[src/rtl/irq_ctrl.sv]
// Interrupt controller: sticky error pending bits, per-source mask, global enable,
// and an interrupt line with minimum hold, hold-until-clear and a cooldown gap.
module irq_ctrl #(
  parameter int N_SRC         = 4,
  parameter int IRQ_HOLD_TIME = 1024,
  parameter int COOLDOWN      = 16
) (
  input  logic             aclk,
  input  logic             rstn,
  input  logic [N_SRC-1:0] err_i,
  input  logic             reg_req_i,
  input  logic             reg_we_i,
  input  logic [1:0]       reg_addr_i,
  input  logic [N_SRC-1:0] reg_wdata_i,
  output logic             reg_ack_o,
  output logic [N_SRC-1:0] reg_rdata_o,
  output logic             irq_o
);

  localparam int MAXV = (IRQ_HOLD_TIME > COOLDOWN) ? IRQ_HOLD_TIME : COOLDOWN;
  localparam int CW   = $clog2(MAXV + 1);
  localparam logic [CW-1:0] HOLD_LD = CW'(IRQ_HOLD_TIME - 1);
  localparam logic [CW-1:0] COOL_LD = CW'((COOLDOWN > 0) ? COOLDOWN - 1 : 0);

  localparam logic [1:0] IDLE     = 2'd0;
  localparam logic [1:0] ASSERT   = 2'd1;
  localparam logic [1:0] WAIT_CLR = 2'd2;
  localparam logic [1:0] COOL     = 2'd3;

  localparam logic [1:0] A_STATUS = 2'd0;
  localparam logic [1:0] A_MASK   = 2'd1;
  localparam logic [1:0] A_CLEAR  = 2'd2;
  localparam logic [1:0] A_CTRL   = 2'd3;

  logic [1:0]       state, state_nxt;
  logic [CW-1:0]    cnt, cnt_nxt;
  logic [N_SRC-1:0] status, mask, clr, rd_mux;
  logic             gen, acc, wr, active;

  // One access per two cycles: a request is only taken while no ack is showing.
  assign acc    = reg_req_i & ~reg_ack_o;
  assign wr     = acc & reg_we_i;
  assign clr    = (wr && reg_addr_i == A_CLEAR) ? reg_wdata_i : '0;
  assign active = gen & (|(status & mask));

  always_comb begin
    rd_mux = '0;
    case (reg_addr_i)
      A_STATUS: rd_mux = status;
      A_MASK:   rd_mux = mask;
      A_CTRL:   rd_mux[0] = gen;
      default:  rd_mux = '0;
    endcase
  end

  always_comb begin
    state_nxt = state;
    cnt_nxt   = cnt;
    case (state)
      IDLE: begin
        if (active) begin
          state_nxt = ASSERT;
          cnt_nxt   = HOLD_LD;
        end
      end
      ASSERT: begin
        if (cnt != '0) begin
          cnt_nxt = cnt - CW'(1);
        end else if (active) begin
          state_nxt = WAIT_CLR;
        end else if (COOLDOWN == 0) begin
          state_nxt = IDLE;
        end else begin
          state_nxt = COOL;
          cnt_nxt   = COOL_LD;
        end
      end
      WAIT_CLR: begin
        if (!active) begin
          if (COOLDOWN == 0) begin
            state_nxt = IDLE;
          end else begin
            state_nxt = COOL;
            cnt_nxt   = COOL_LD;
          end
        end
      end
      COOL: begin
        if (cnt != '0) begin
          cnt_nxt = cnt - CW'(1);
        end else if (active) begin
          // Pass through IDLE in zero cycles so the low gap is exactly COOLDOWN.
          state_nxt = ASSERT;
          cnt_nxt   = HOLD_LD;
        end else begin
          state_nxt = IDLE;
        end
      end
      default: state_nxt = IDLE;
    endcase
  end

  always_ff @(posedge aclk) begin
    if (!rstn) begin
      state       <= IDLE;
      cnt         <= '0;
      irq_o       <= 1'b0;
      reg_ack_o   <= 1'b0;
      reg_rdata_o <= '0;
      status      <= '0;
      mask        <= '0;
      gen         <= 1'b0;
    end else begin
      state       <= state_nxt;
      cnt         <= cnt_nxt;
      irq_o       <= (state_nxt == ASSERT) || (state_nxt == WAIT_CLR);
      reg_ack_o   <= acc;
      reg_rdata_o <= (acc && !reg_we_i) ? rd_mux : '0;
      // New error on the same edge as a clear of that bit keeps it pending.
      status      <= (status & ~clr) | err_i;
      if (wr && reg_addr_i == A_MASK) mask <= reg_wdata_i;
      if (wr && reg_addr_i == A_CTRL) gen  <= reg_wdata_i[0];
    end
  end

endmodule

[config.mk]
export PLATFORM = sky130hd
export DESIGN_NAME = irq_ctrl
export DESIGN_NICKNAME = d
export VERILOG_FILES = /design/src/rtl/irq_ctrl.sv
export SDC_FILE = /design/constraint.sdc
export NUM_CORES = 1
export LEC_CHECK = 0
export BUFFER_PORTS_ARGS = -buffer_cell sky130_fd_sc_hd__buf_2
export CORE_ASPECT_RATIO = 2
export CORE_MARGIN = 4
export CORE_UTILIZATION = 55
export CTS_BUF_LIST = sky130_fd_sc_hd__clkbuf_8
export DETAILED_ROUTE_END_ITERATION = 8
export PLACE_DENSITY_LB_ADDON = 0.08
export SYNTH_ARGS = -nofsm -noshare
export SYNTH_HDL_FRONTEND = slang
export SYNTH_SLANG_ARGS = --single-unit
[constraint.sdc]
create_clock -name aclk -period 5.4 [get_ports aclk]
set_clock_uncertainty 0.1 [all_clocks]
set_input_delay 0.54 -clock aclk [delete_from_list [all_inputs] [get_ports aclk]]
set_output_delay 0.54 -clock aclk [all_outputs]
set_load 0.005 [all_outputs]
# Word level (Yosys, flattened, before mapping)

Index checks and enable logic that the tools add are counted.

Bits in registers: 28
Output and inout port bits: 6
Input bits: 14
Logic and storage cells: 51

Reductions and logical operators: 11
Add/sub/neg operators: 1
Multiplexer cells: 15
Equality and inequality tests: 8
Bitwise gates (word level): 8

Operators by type and width:

| cell                                                                  | number |
|---|---|
| 11-bit two-way mux                                                    | 4 |
| 11-bit one-hot mux with 4 select lines                                | 1 |
| 11-bit nonzero test                                                   | 1 |
| 11-bit by 1-bit subtractor with 11-bit output (second input constant) | 1 |
| 2-bit == test (second input constant)                                 | 5 |
| 4-bit AND                                                             | 2 |
| 2-bit two-way mux                                                     | 4 |
| 2-bit one-hot mux with 4 select lines                                 | 1 |
| 2-bit by 1-bit == test with 1-bit output (second input constant)      | 3 |
| 3-bit one-hot mux with 2 select lines                                 | 1 |
| 1-bit logical AND                                                     | 4 |
| 2-bit zero test                                                       | 2 |
| 4-bit two-way mux                                                     | 1 |
| 4-bit NOT                                                             | 1 |
| 4-bit bitwise OR                                                      | 1 |
| 4-bit OR reduction                                                    | 1 |
| 1-bit AND                                                             | 3 |
| 1-bit one-hot mux with 3 select lines                                 | 1 |
| 1-bit two-way mux                                                     | 2 |
| 2-bit AND reduction                                                   | 1 |
| 1-bit zero test                                                       | 1 |
| 1-bit logical OR                                                      | 1 |
| 1-bit NOT                                                             | 1 |

# Longest topological paths before layout

Depth after elaboration: 8
Gate-level depth with buffers: 8
Gate-level depth less buffers: 7

# Worst setup path before layout

OpenSTA, ideal clock, no wires.

Path kind: register -> register
From: reg cnt[0]
To: reg cnt[6]
Library setup time: 0.074 ns
Buffers on the path: 0
Clock period less this slack: 1.905 ns
Arrival time: 1.730 ns
Required time: 5.226 ns
Stages on the path, launching flop included: 7
Path slack: 3.495 ns
Cell sequence: dfxtp_1 inv_1 ha_1 or3b_1 or3_1 or3_1 a31oi_1

Longest elaborated chain between the ends: 3
Elaborated cells between the ends (all ways): 5
Those cells by class: 1 x add/sub; 3 x mux; 1 x reduce/logical

RTL lines:

| what                                                                                        | RTL line | text |
|---|---|---|
| start: declaration                                                                          | 36       | `logic [CW-1:0] cnt, cnt_nxt;` |
| start signal: assignment                                                                    | 115      | `cnt <= cnt_nxt;` |
| 11-bit by 1-bit subtractor with 11-bit output / 11-bit nonzero test (equally long branches) | -        |  |
| 11-bit two-way mux, on equally long branches                                                | 89, 67   |  |
| 11-bit one-hot mux with 4 select lines (*)                                                  | 59       | `case (state)` |

Every way passes the cells marked *; elsewhere a longest branch is shown, timed or not.
A chain may end at the register's enable or synchronous reset.

# Worst setup path in the final report

From: reg cnt[0]
To: reg cnt[4]

Same word-level chain as after synthesis.

==> qor.csv <==
stage,metric,value,unit
run_status,status,finished clean,
sta,slew_viol_final,0,
grt,antenna_found_initial,0,
die,fp.dieW,45.1,um
clock_tree,root_buffer,clkbuf_8,
yosys,yosysUniqueCellTypes,44,
finish,instances_no_fill,225,
placement,dp.cells,221,
clock_tree,numCtsBuffers,3,
yosys,synth_cells,186,
drt,dr_total_vias,1358,
sta,worst_pin_slew,1.10,ns
drt,drtIter0Drc,37,
clock_tree,clk_pin_slew,0.09,ns
drt,firstDrtPassIters,4,
grt,grt_overflow,0,
worst_setup_path,cp-end-kind,flop,
sta,setup_tns,0,ns
sta,finalCriticalPeriod,2.59,ns
sta,timing.fmax,385,MHz
grt,grt_pass1_wl,5870,um
finish,areaGrowthSynthToFinish,8.50,%
power,leakage,0.621,nW
yosys,yosysTopAreaCell,dfxtp_1,
clock_tree,postCtsSetupBuffers,0,
clock_tree,clockBufferDepth,2,
power,power,0.448,mW
die,io-pin-count,20,
grt,grt_use_total,20.8,%
placement,dp_hpwl,2660,um
worst_setup_path,critPathLaunchType,flop,
grt,grt_pass1_vias,1322,
clock_tree,cts_tree,yes,
drt,routedWlPerCell,15.6,um
finish,diodes,0,
yosys,synth-main-ff-cell,dfxtp_1,
sta,period_share,48.1,%
sta,grt_setup_unrepaired,false,
worst_setup_path,critical_path_class,flop to flop,
worst_setup_path,required,5.47,ns
grt,grt_max_degree,24,
die,die_h,82.3,um
worst_setup_path,crit_arrival,2.67,ns
sta,max-slew-margin-rel,26.4,%
clock_tree,cts_resized,0,
clock_tree,htreeDepth,1,
sta,hold_viol,0,
worst_hold_path,holdCritPathClass,input port to flop,
drt,antenna_left,0,
clock_tree,clk_latency,0.27,ns
die,core.rowCount,26,
drt,viasPerCell,6.04,
yosys,ys_ff_latch,28,
yosys,synth.net_count,202,
job,maxCapViolCount,0,
yosys,synth_area_leaders,"dfxtp_1 37%, nand2_1 4.5%, mux2i_1 4.0%, nor2_1 4.0%, a21oi_1 3.6%",
yosys,synth_edf_count,0,
drt,totalWireLength,3510,um
sta,timing.hold.ws,0.387,ns
die,die_area,0.00371,sq mm
finish,drive_above_1_share,14.2,%
yosys,syn_area,0.00152,sq mm
die,initial_core_util,58.3,%
yosys,synth.yosys.seq_area_share,37.0,%
clock_tree,ctsHoldBuffers,0,
power,peakVddDrop,0.000227,V
die,core,0.00260,sq mm
worst_setup_path,cp_max_fo,14,
drt,remaining_drc_errors,0,
sta,setup_violations,0,
power,p_per_area,272,mW/mm^2
finish,nets,214,
yosys,synth_top_cell_area_share,37.0,%
yosys,synth.avg_cell_area,8.15,sq um
placement,gp_congestion,0.863,
yosys,yosys_warnings,0,
placement,io_buffers,19,
clock_tree,numClockSinks,28,
yosys,synthArstFlopShare,0,%
==> layout by cell type, fill, tap and decap left out, drive strengths merged, types with 2 or more instances in the layout <==
cell     n
a211oi   2
a21boi   6
a21oi   11
a22oi    3
a31oi    2
and4     3
buf     19
clkbuf   4
dfxtp   28
ha       2
inv      7
maj3     4
mux2i    6
nand2   18
nand4    2
nor2    16
nor2b    6
nor3    12
nor3b    2
nor4     3
nor4b    2
o21a     2
o21ai   14
or3      5
or4      2
xnor2    5
==> logic make-up (layout without fill, tap and decap cells) <==
family | count (synthesis) | count (layout) | synth area share (%)
simple gates | 76 | 76 | 27.1
xor+xnor | 5 | 5 | 2.89
buf+inv | 19 | 30 | 5.44
flops | 28 | 28 | 37.0
mux | 7 | 7 | 4.70
compound gates | 45 | 45 | 18.6
fa+ha+maj | 6 | 6 | 4.29
==> metal layers <==
metal / global-route usage, % / up-vias / share of wire [%]
li1: - / 687 / -
met1: 20.2 / 640 / 38
met2: 40.8 / 25 / 58
met3: 2.60 / 6 / 2.6
met4: 8.80 / 0 / 1.7
met5: 0 / - / 0
==> Yosys cell counts (3+ instances only) <==
cell      instances
a21boi_1          6
a21oi_1          11
a22oi_1           3
and4_1            3
buf_2             3
clkbuf_1          8
dfxtp_1          28
inv_1             6
maj3_1            4
mux2i_1           6
nand2_1          18
nor2_1           16
nor2b_1           6
nor3_1           11
nor4_1            3
o21ai_0           8
o21ai_1           6
or3_1             4
xnor2_1           5
==> stage by stage <==
stage	setup slack (ns)	utilization, %	cell area, sq um
floorplan	3.50	-	1520
finish	2.81	63.2	1650
detailed placement	2.84	61.1	1590
global route	2.58	63.2	1650
CTS	2.80	63.2	1650
global placement	2.88	61.1	1590
==> worst max-delay path, cell delays in order, from the launching register on <==
cell	delay (ns)
dfxtp_1	0.35
inv_1	0.13
ha_1	0.15
nor4b_1	0.35
and4_1	0.59
a31oi_1	0.30
nor3b_1	0.24
nor4_1	0.29
==> path summary, 6_finish.rpt <==
kind / startpoint / end / slack, ns / cells after the start
hold / removal: reg_we_i / reg_rdata_o[0]$_SDFF_PN0_ / 0.39 / 2
setup / recovery: cnt[0]$_SDFF_PN0_ / cnt[4]$_SDFF_PN0_ / 2.81 / 7
hold reg to reg: mask[1]$_SDFFE_PN0P_ / mask[1]$_SDFFE_PN0P_ / 0.40 / 2
setup reg to reg: cnt[0]$_SDFF_PN0_ / cnt[4]$_SDFF_PN0_ / 2.81 / 7
==> registers in the layout (all words and copies together), names as in the netlist <==
register and flops:
reg_ack_o 1, cnt 11, irq_o 1, status 4
reg_rdata_o 4, mask 4, gen 1, state 2
==> power breakdown <==
part / internal (mW) / total, mW / switching, mW
registers: 0.214 / 0.223 / 0.00940
clock network: 0.0652 / 0.127 / 0.0618
logic: 0.0388 / 0.0980 / 0.0593
total: 0.317 / 0.448 / 0.130
==> layout make-up <==
class,instances,area [sq um]
multi-input cells,139,873
clock buffers,4,55.1
repair buffers,19,95.1
inverters,7,26.3
fillers,217,957
well taps,28,35.0
flip-flops and latches,28,561
Power figures use the tool's default switching activity.
